$ cat src/rtl/trace_mem_ctrl.sv
// Trace buffer / stream FIFO responder for the tracer store/load word interface.
// Trace mode: circular capture with trigger-delay freeze. Stream mode: FIFO plus host mailbox.
module trace_mem_ctrl #(
  parameter int TRB_WIDTH      = 32,
  parameter int TRB_DEPTH      = 8,
  parameter int TRB_DELAY_BITS = 8
) (
  input  logic                         CLK_I,
  input  logic                         RSTN_I,
  input  logic [1:0]                   MODE_I,
  input  logic [TRB_DELAY_BITS-1:0]    TRG_DELAY_I,
  input  logic                         TRG_EVENT_I,
  input  logic [$clog2(TRB_WIDTH)-1:0] EVENT_POS_I,
  output logic [$clog2(TRB_WIDTH)-1:0] EVENT_POS_O,
  output logic [$clog2(TRB_DEPTH)-1:0] TRG_ADDR_O,
  output logic                         TRG_DELAYED_O,
  input  logic                         STORE_I,
  input  logic [TRB_WIDTH-1:0]         DATA_I,
  output logic                         STORE_PERM_O,
  input  logic                         LOAD_REQUEST_I,
  output logic                         LOAD_GRANT_O,
  output logic [TRB_WIDTH-1:0]         DATA_O,
  input  logic                         HOST_WRITE_I,
  input  logic [TRB_WIDTH-1:0]         HOST_WDATA_I,
  output logic                         HOST_WREADY_O,
  input  logic                         HOST_READ_I,
  output logic [TRB_WIDTH-1:0]         HOST_RDATA_O,
  output logic                         HOST_RVALID_O
);

  localparam int AW = $clog2(TRB_DEPTH);
  localparam int PW = $clog2(TRB_WIDTH);
  localparam logic [AW:0] DEPTH_C = (AW+1)'(TRB_DEPTH);

  logic [TRB_WIDTH-1:0]      r_mem [TRB_DEPTH];
  logic [AW-1:0]             r_wr_ptr, r_rd_ptr, r_trg_addr;
  logic [AW:0]               r_count, r_rd_left;
  logic                      r_trig_seen, r_frozen, r_mbox_full, r_grant, r_init;
  logic [TRB_DELAY_BITS-1:0] r_delay_cnt;
  logic [1:0]                r_mode_q;
  logic [PW-1:0]             r_event_pos;
  logic [TRB_WIDTH-1:0]      r_mbox, r_data_o;

  logic w_stream, w_mode_chg, w_cnt_full, w_cnt_empty, w_freeze, w_trig_rise;
  logic w_push, w_rvalid, w_pop, w_mbox_wr, w_grant, w_perm;

  always_comb begin
    w_stream    = (MODE_I != 2'b00);
    // r_init masks the first edge after reset so the reset value of r_mode_q never fakes a mode change
    w_mode_chg  = r_init && (MODE_I != r_mode_q);
    w_cnt_full  = (r_count == DEPTH_C);
    w_cnt_empty = (r_count == '0);
    w_freeze    = !w_stream && r_trig_seen && !r_frozen && (r_delay_cnt == TRG_DELAY_I);
    w_trig_rise = !w_stream && TRG_EVENT_I && !r_trig_seen;
    // in trace mode the store landing on the freeze edge is discarded: exactly TRG_DELAY_I follow the trigger
    w_push      = !w_mode_chg && STORE_I &&
                  (w_stream ? !w_cnt_full : (!r_frozen && !w_freeze));
    w_rvalid    = w_stream ? !w_cnt_empty : (r_frozen && (r_rd_left != '0));
    w_pop       = !w_mode_chg && HOST_READ_I && w_rvalid;
    w_mbox_wr   = !w_mode_chg && w_stream && HOST_WRITE_I && !r_mbox_full;
    w_grant     = !w_mode_chg && LOAD_REQUEST_I && !r_grant && (!w_stream || r_mbox_full);
    w_perm      = w_stream ?
                  (({1'b0, r_count} + {{(AW+1){1'b0}}, STORE_I}) < {1'b0, DEPTH_C}) :
                  !r_frozen;
  end

  always_ff @(posedge CLK_I) begin
    if (RSTN_I && w_push) r_mem[r_wr_ptr] <= DATA_I;
  end

  always_ff @(posedge CLK_I or negedge RSTN_I) begin
    if (!RSTN_I) begin
      r_init      <= 1'b0;
      r_mode_q    <= '0;
      r_wr_ptr    <= '0;
      r_rd_ptr    <= '0;
      r_count     <= '0;
      r_rd_left   <= '0;
      r_trig_seen <= 1'b0;
      r_delay_cnt <= '0;
      r_frozen    <= 1'b0;
      r_mbox_full <= 1'b0;
      r_mbox      <= '0;
      r_grant     <= 1'b0;
      r_data_o    <= '0;
      r_trg_addr  <= '0;
      r_event_pos <= '0;
    end else begin
      r_init   <= 1'b1;
      r_mode_q <= MODE_I;
      r_grant  <= w_grant;
      if (w_grant) r_data_o <= w_stream ? r_mbox : r_mem[r_wr_ptr];
      if (w_mode_chg) begin
        r_wr_ptr    <= '0;
        r_rd_ptr    <= '0;
        r_count     <= '0;
        r_rd_left   <= '0;
        r_trig_seen <= 1'b0;
        r_delay_cnt <= '0;
        r_frozen    <= 1'b0;
        r_mbox_full <= 1'b0;
      end else begin
        if (w_push) r_wr_ptr <= r_wr_ptr + 1'b1;
        if (w_stream) begin
          if (w_pop) r_rd_ptr <= r_rd_ptr + 1'b1;
          if (w_push && !w_pop)      r_count <= r_count + 1'b1;
          else if (!w_push && w_pop) r_count <= r_count - 1'b1;
          if (w_mbox_wr) begin
            r_mbox      <= HOST_WDATA_I;
            r_mbox_full <= 1'b1;
          end else if (w_grant) begin
            r_mbox_full <= 1'b0;
          end
        end else begin
          if (w_trig_rise) begin
            r_trig_seen <= 1'b1;
            r_trg_addr  <= r_wr_ptr;
            r_event_pos <= EVENT_POS_I;
            r_delay_cnt <= '0;
          end else if (r_trig_seen && !r_frozen && w_push) begin
            r_delay_cnt <= r_delay_cnt + 1'b1;
          end
          if (w_freeze) begin
            r_frozen  <= 1'b1;
            r_rd_ptr  <= r_wr_ptr;
            r_rd_left <= DEPTH_C;
          end else if (w_pop) begin
            r_rd_ptr  <= r_rd_ptr + 1'b1;
            r_rd_left <= r_rd_left - 1'b1;
          end
        end
      end
    end
  end

  assign STORE_PERM_O  = w_perm;
  assign TRG_DELAYED_O = !w_stream && r_frozen;
  assign TRG_ADDR_O    = r_trg_addr;
  assign EVENT_POS_O   = r_event_pos;
  assign LOAD_GRANT_O  = r_grant;
  assign DATA_O        = r_data_o;
  assign HOST_WREADY_O = !r_mbox_full;
  assign HOST_RVALID_O = w_rvalid;
  assign HOST_RDATA_O  = w_rvalid ? r_mem[r_rd_ptr] : '0;

endmodule

$ cat config.mk
export PLATFORM = sky130hd
export DESIGN_NAME = trace_mem_ctrl
export DESIGN_NICKNAME = d
export VERILOG_FILES = /design/src/rtl/trace_mem_ctrl.sv
export SDC_FILE = /design/constraint.sdc
export NUM_CORES = 1
export LEC_CHECK = 0
export CAP_MARGIN = 20
export CELL_PAD_IN_SITES_DETAIL_PLACEMENT = 1
export CELL_PAD_IN_SITES_GLOBAL_PLACEMENT = 1
export CORE_UTILIZATION = 45
export CTS_CLUSTER_SIZE = 30
export DETAILED_ROUTE_END_ITERATION = 8
export PLACE_DENSITY = 0.85
export SYNTH_ARGS = -nofsm -noshare
export SYNTH_HDL_FRONTEND = slang
export SYNTH_SLANG_ARGS = --single-unit
$ cat constraint.sdc
create_clock -name CLK_I -period 11.36 [get_ports CLK_I]
set_input_delay 1.704 -clock CLK_I [delete_from_list [all_inputs] [get_ports CLK_I]]
set_output_delay 1.704 -clock CLK_I [all_outputs]
set_load 0.005 [all_outputs]
======== After elaboration in Yosys (flattened, before gate mapping) ========
Memory sizes are Yosys's and may differ from the RTL's.
Index checks and enable logic that the tools add are counted.
storage, ports and cells
  output and inout port bits .............. 77
  input bits .............................. 86
  RAM bits ................................ 256
  memories kept ........................... 1
  bits in registers ....................... 101
memories
  memory  depth  width  rd ports  clocked after memory_dff  write ports  RTL line  text
  r_mem   8      32     2         0                         1            35        logic [TRB_WIDTH-1:0] r_mem [TRB_DEPTH];
cells by class
  mux-type cells .......................... 35
  reduce and logical (&&, ||, !) cells .... 55
  order comparisons ....................... 1
  equality and inequality tests ........... 4
  bitwise gates (word level) .............. 2
  add/sub/neg operators ................... 7
operator list
  cell                 number
  $mux 32              2
  $mux 4               8
  $mux 8               4
  $logic_and 1x1->1    24
  $mux 3               6
  $mux 1               15
  $reduce_and 2->1     6
  $reduce_bool 3->1    4
  $logic_not 1->1      11
  $reduce_bool 2->1    5
  $add 8x1->8 const B  1
  $eq 8x8->1           1
  $sub 4x1->4 const B  2
  $add 3x1->3 const B  2
  $reduce_and 3->1     2
  $add 4x1->5          1
  $lt 5x4->1 const B   1
  $add 4x1->4 const B  1
  $eq 4x4->1 const B   1
  $logic_not 4->1      1
  $reduce_bool 4->1    1
  $ne 2x1->1 const B   1
  $ne 2x2->1           1
  $not 1->1            2
  $logic_or 1x1->1     1

======== Logic depth before layout (Yosys ltp) ========
  depth after elaboration ................. 15
  depth in mapped cells ................... 12

======== Least setup slack after synthesis ========
No wires, ideal clock.
  path type ............................... input port to flip-flop
  start point ............................. in MODE_I[0]
  end point ............................... mem r_mem[2][0] (enable)
  arrival ................................. 5.645 ns
  required time ........................... 10.859 ns
  path buffers ............................ 0
  cell stages on the path ................. 6
  setup slack ............................. 5.214 ns
  library setup time ...................... 0.501 ns
  cell sequence ........................... nor2_4 > or3b_1 > nand3_1 > nor2_1 > nand2_1 > nor4_1
between the ends
  longest elaborated chain between the ends .. 12
  elaborated cells on any way between the ends .. 16
  those cells by class .................... eq/ne (1); mux (3); reduce/logical (12)
ends and longest elaborated chain
  element                           RTL line  text
  start, declared                   10        input logic [1:0] MODE_I,
  $reduce_bool 2->1                 48        w_stream = (MODE_I != 2'b00);
  $logic_not 1->1                   53        w_freeze = !w_stream && r_trig_seen && !r_frozen && (r_delay_cnt == TRG_DELAY_I);
  $logic_and 1x1->1 (3 in series)   53
  $logic_not 1->1                   57        (w_stream ? !w_cnt_full : (!r_frozen && !w_freeze));
  $logic_and 1x1->1                 57
  $mux 1                            57
  $logic_and 1x1->1 (*)             56        w_push = !w_mode_chg && STORE_I &&
  $logic_and 1x1->1 (*)             68        if (RSTN_I && w_push) r_mem[r_wr_ptr] <= DATA_I;
  $mux 1 (*)                        68
  $mux 1 (not written as such) (*)  68
  end, declared                     35
Every way passes the cells marked *; elsewhere a longest branch is shown, timed or not.

======== Worst setup path after layout ========
  start point ............................. in MODE_I[0]
  end point ............................... out HOST_RDATA_O[9]
between the ends
  longest elaborated chain between the ends .. 3
ends and longest elaborated chain
  element            RTL line  text
  $reduce_bool 2->1  48
  $mux 1             58        w_rvalid = w_stream ? !w_cnt_empty : (r_frozen && (r_rd_left != '0));
  $mux 32            144       assign HOST_RDATA_O = w_rvalid ? r_mem[r_rd_ptr] : '0;
  end, declared      27        output logic [TRB_WIDTH-1:0] HOST_RDATA_O,
Every way passes these cells.

==> impl_metrics.json <==
{
  "run_status": "finished clean",
  "netlist_area_sq_um": 16210,
  "grt_overflow_total": 0,
  "leakagePower_nw": 6.598,
  "layout_commonest_cell": "edfxtp_1",
  "maxCapViolCount": 0,
  "synthArstFlopShare_pct": 28.29,
  "synth_top_area_share_pct": 47.41,
  "critPathLaunchType": "input port",
  "clkSinkCount": 357,
  "place.gp.congestion": 0.7831,
  "timing.final.crit_period_ps": 6083,
  "die_width_um": 191.8,
  "die_height_um": 191.8,
  "fmax_ghz": 0.1644,
  "cp.arrival_ps": 4380,
  "slew_viol_final": 0,
  "io_pins": 163,
  "dieArea_sq_um": 36790,
  "r2r_slack_ps": 8080,
  "rows": 69,
  "path_max_fanout": 23,
  "grt_pass1_vias": 10380,
  "crit_path_end_kind": "output port",
  "synth-seq-cells": 357,
  "portBuffers": 162,
  "fin_setup_tns_ps": 0,
  "synth_flop_cell": "edfxtp_1",
  "clock_latency_ps": 540,
  "cts_buffer_depth": 3,
  "final_area_sq_um": 19580,
  "powerDensity_nw_per_um2": 216.9,
  "ys_types": 49,
  "fin_nets": 1236,
  "cts-root-buf": "clkbuf_16",
  "holdPathEnd": "DATA_O[17]",
  "drive_gt1_share_pct": 22.41,
  "netlist_instances": 988,
  "ir_drop_v": 0.0001503,
  "area_delta_synth_final_pct": 20.75,
  "grtUsageTotal_pct": 22.88,
  "register_area_sq_um": 10230,
  "viasPerCell": 5.930,
  "core_area_sq_um": 35480,
  "hold_class": "flop to flop",
  "n_fill_cell": 3285,
  "detail_route.wl_per_cell_um": 25.42,
  "yosysTopAreaCell": "edfxtp_1",
  "post_cts_buffers": 0,
  "max_slew_margin_pct": 28.55,
  "drt_first_pass_iters": 5,
  "critPathKind": "input port to output port",
  "hp-start": "DATA_O[17]",
  "setup_viol": 0,
  "ant_nets": 0,
  "tightest_slew_ps": 1072,
  "hold_depth": 2,
  "start_util_pct": 45.70,
  "skew_ps": 31.77,
  "grt_max_degree": 74,
  "synth_fp_nets": 1082,
  "clk_pin_slew_ps": 50,
  "syn_area_per_cell_sq_um": 16.41,
  "ctsResizeCount": 0,
  "r2r_end": "r_count[3]",
  "rsz0062_at_grt": "no",
  "place_area_sq_um": 18380,
  "htreeDepth": 2,
  "synth_seq_area_share_pct": 63.00,
  "drt_iter0_markers": 794,
  "ff2ff_path_depth": 12,
  "final_cell_mix": "edfxtp_1 (256), clkdlybuf4s50_1 (161), mux4_2 (128)",
  "r2r_start": "r_rd_left[0]",
  "yosys_warnings": 0,
  "cts_hold_buf": 0,
  "antenna_found_initial": 3,
  "drc_errors": 0,
  "grt_first_pass_wirelength_mm": 62.56,
  "synth_area_leaders": "edfxtp_1 (47%), mux4_2 (18%), dfrtp_1 (16%), mux2i_1 (4.1%), mux2_2 (2.8%)",
  "cts_buffers": 38,
  "synth-edff-count": 256,
  "cts_tree": "built",
  "fin_crit_sh_pct": 53.55,
  "routed_wirelength_mm": 41.49,
  "via_count": 9677,
  "detailed_place_hpwl_mm": 25.14,
  "cp.required_ps": 9660,
  "final_core_util_pct": 55.18,
  "finalHoldViolCount": 0,
  "multi_input_comb_area_sq_um": 5756
}
==> synth_stat cells, types with 2 or more instances <==
cell and count:
mux2i_1 66, a21o_1 2, nor4_1 5, xor2_1 6, clkbuf_1 44, nand3_1 14
xnor2_1 11, a21oi_1 45, edfxtp_1 256, nor2_1 79, mux2_2 40, o21ai_1 3
nand2_1 50, buf_1 15, or3_1 3, o21ai_0 42, nor3_1 7, a211oi_1 4
mux4_2 128, ha_1 7, buf_2 9, o31ai_1 5, nand4_1 6, dfrtp_1 101
inv_1 12, or4_1 5
==> worst max-delay path by stage <==
stage / startpoint / to / cells after the start
finish: MODE_I[0] / HOST_RDATA_O[9] / 7
detailed placement: MODE_I[0] / HOST_RDATA_O[9] / 7
floorplan: MODE_I[0] / r_mem[2][0] / 6
global placement: MODE_I[0] / HOST_RDATA_O[14] / 7
CTS: MODE_I[0] / HOST_RDATA_O[9] / 7
global route: MODE_I[0] / HOST_RDATA_O[12] / 7
==> per-stage QoR <==
stage               setup slack, ps  total power, mW  hold WS, ps  std cells
floorplan                      5214            2.498        473.3        988
global placement               5463            3.038        460.4       1563
detailed placement             5246            3.082        470.9       1563
CTS                            5266            4.289        484.1       1630
global route                   5103            4.442        499.6       1631
finish                         5277            4.247        478.9       1632
==> cell families (layout without fill, tap and decap cells) <==
kind of cell / count (synthesis) / in the layout / share of synthesized area [%]
other: 1 / 3 / 0.02313
adders and majority gates: 8 / 8 / 0.6636
muxes: 234 / 234 / 24.63
DFF: 357 / 357 / 63.00
AOI/OAI and AO/OA: 112 / 112 / 3.889
and+or+nand+nor: 178 / 178 / 4.885
xor gates and xnor gates: 17 / 17 / 0.9183
buffers and inverters: 81 / 262 / 1.991
==> worst max-delay path, cell delays in order <==
cell,delay [ps]
clkdlybuf4s50_1,520
nor2_4,460
o21ai_0,340
o31ai_4,260
buf_4,480
nor2_1,110
clkdlybuf4s50_1,480
==> area by class of cell <==
| class | instances | share of cell area, % |
|---|---|---|
| sequential | 357 | 52.24 |
| multi-input combinational | 550 | 29.40 |
| timing repair buffer | 183 | 9.075 |
| clock buffer | 56 | 5.458 |
| tap | 461 | 2.946 |
| clock inverter | 11 | 0.6327 |
| inverter | 12 | 0.2301 |
| antenna | 2 | 0.02556 |
==> where the power goes <==
group / total, mW / switching, mW / leakage [nW] / internal [mW]
combinational: 1.37 / 0.630 / 2.45 / 0.745
clock: 1.20 / 0.498 / 0.580 / 0.699
sequential: 1.68 / 0.128 / 3.57 / 1.55
==> registers in the layout (all words and copies together) (netlist names), 4 cells and up <==
| name | cells |
|---|---|
| r_mem | 256 |
| r_rd_left | 4 |
| r_mbox | 32 |
| EVENT_POS_O | 5 |
| DATA_O | 32 |
| r_delay_cnt | 8 |
| r_count | 4 |
==> layer usage <==
metal	global-route usage, %	up-vias	wire length, um
li1	-	4202	-
met1	31.84	5094	17990
met2	36.99	321	20020
met3	4.568	58	2681
met4	5.739	2	782
met5	0	-	17
Power figures use the tool's default switching activity.
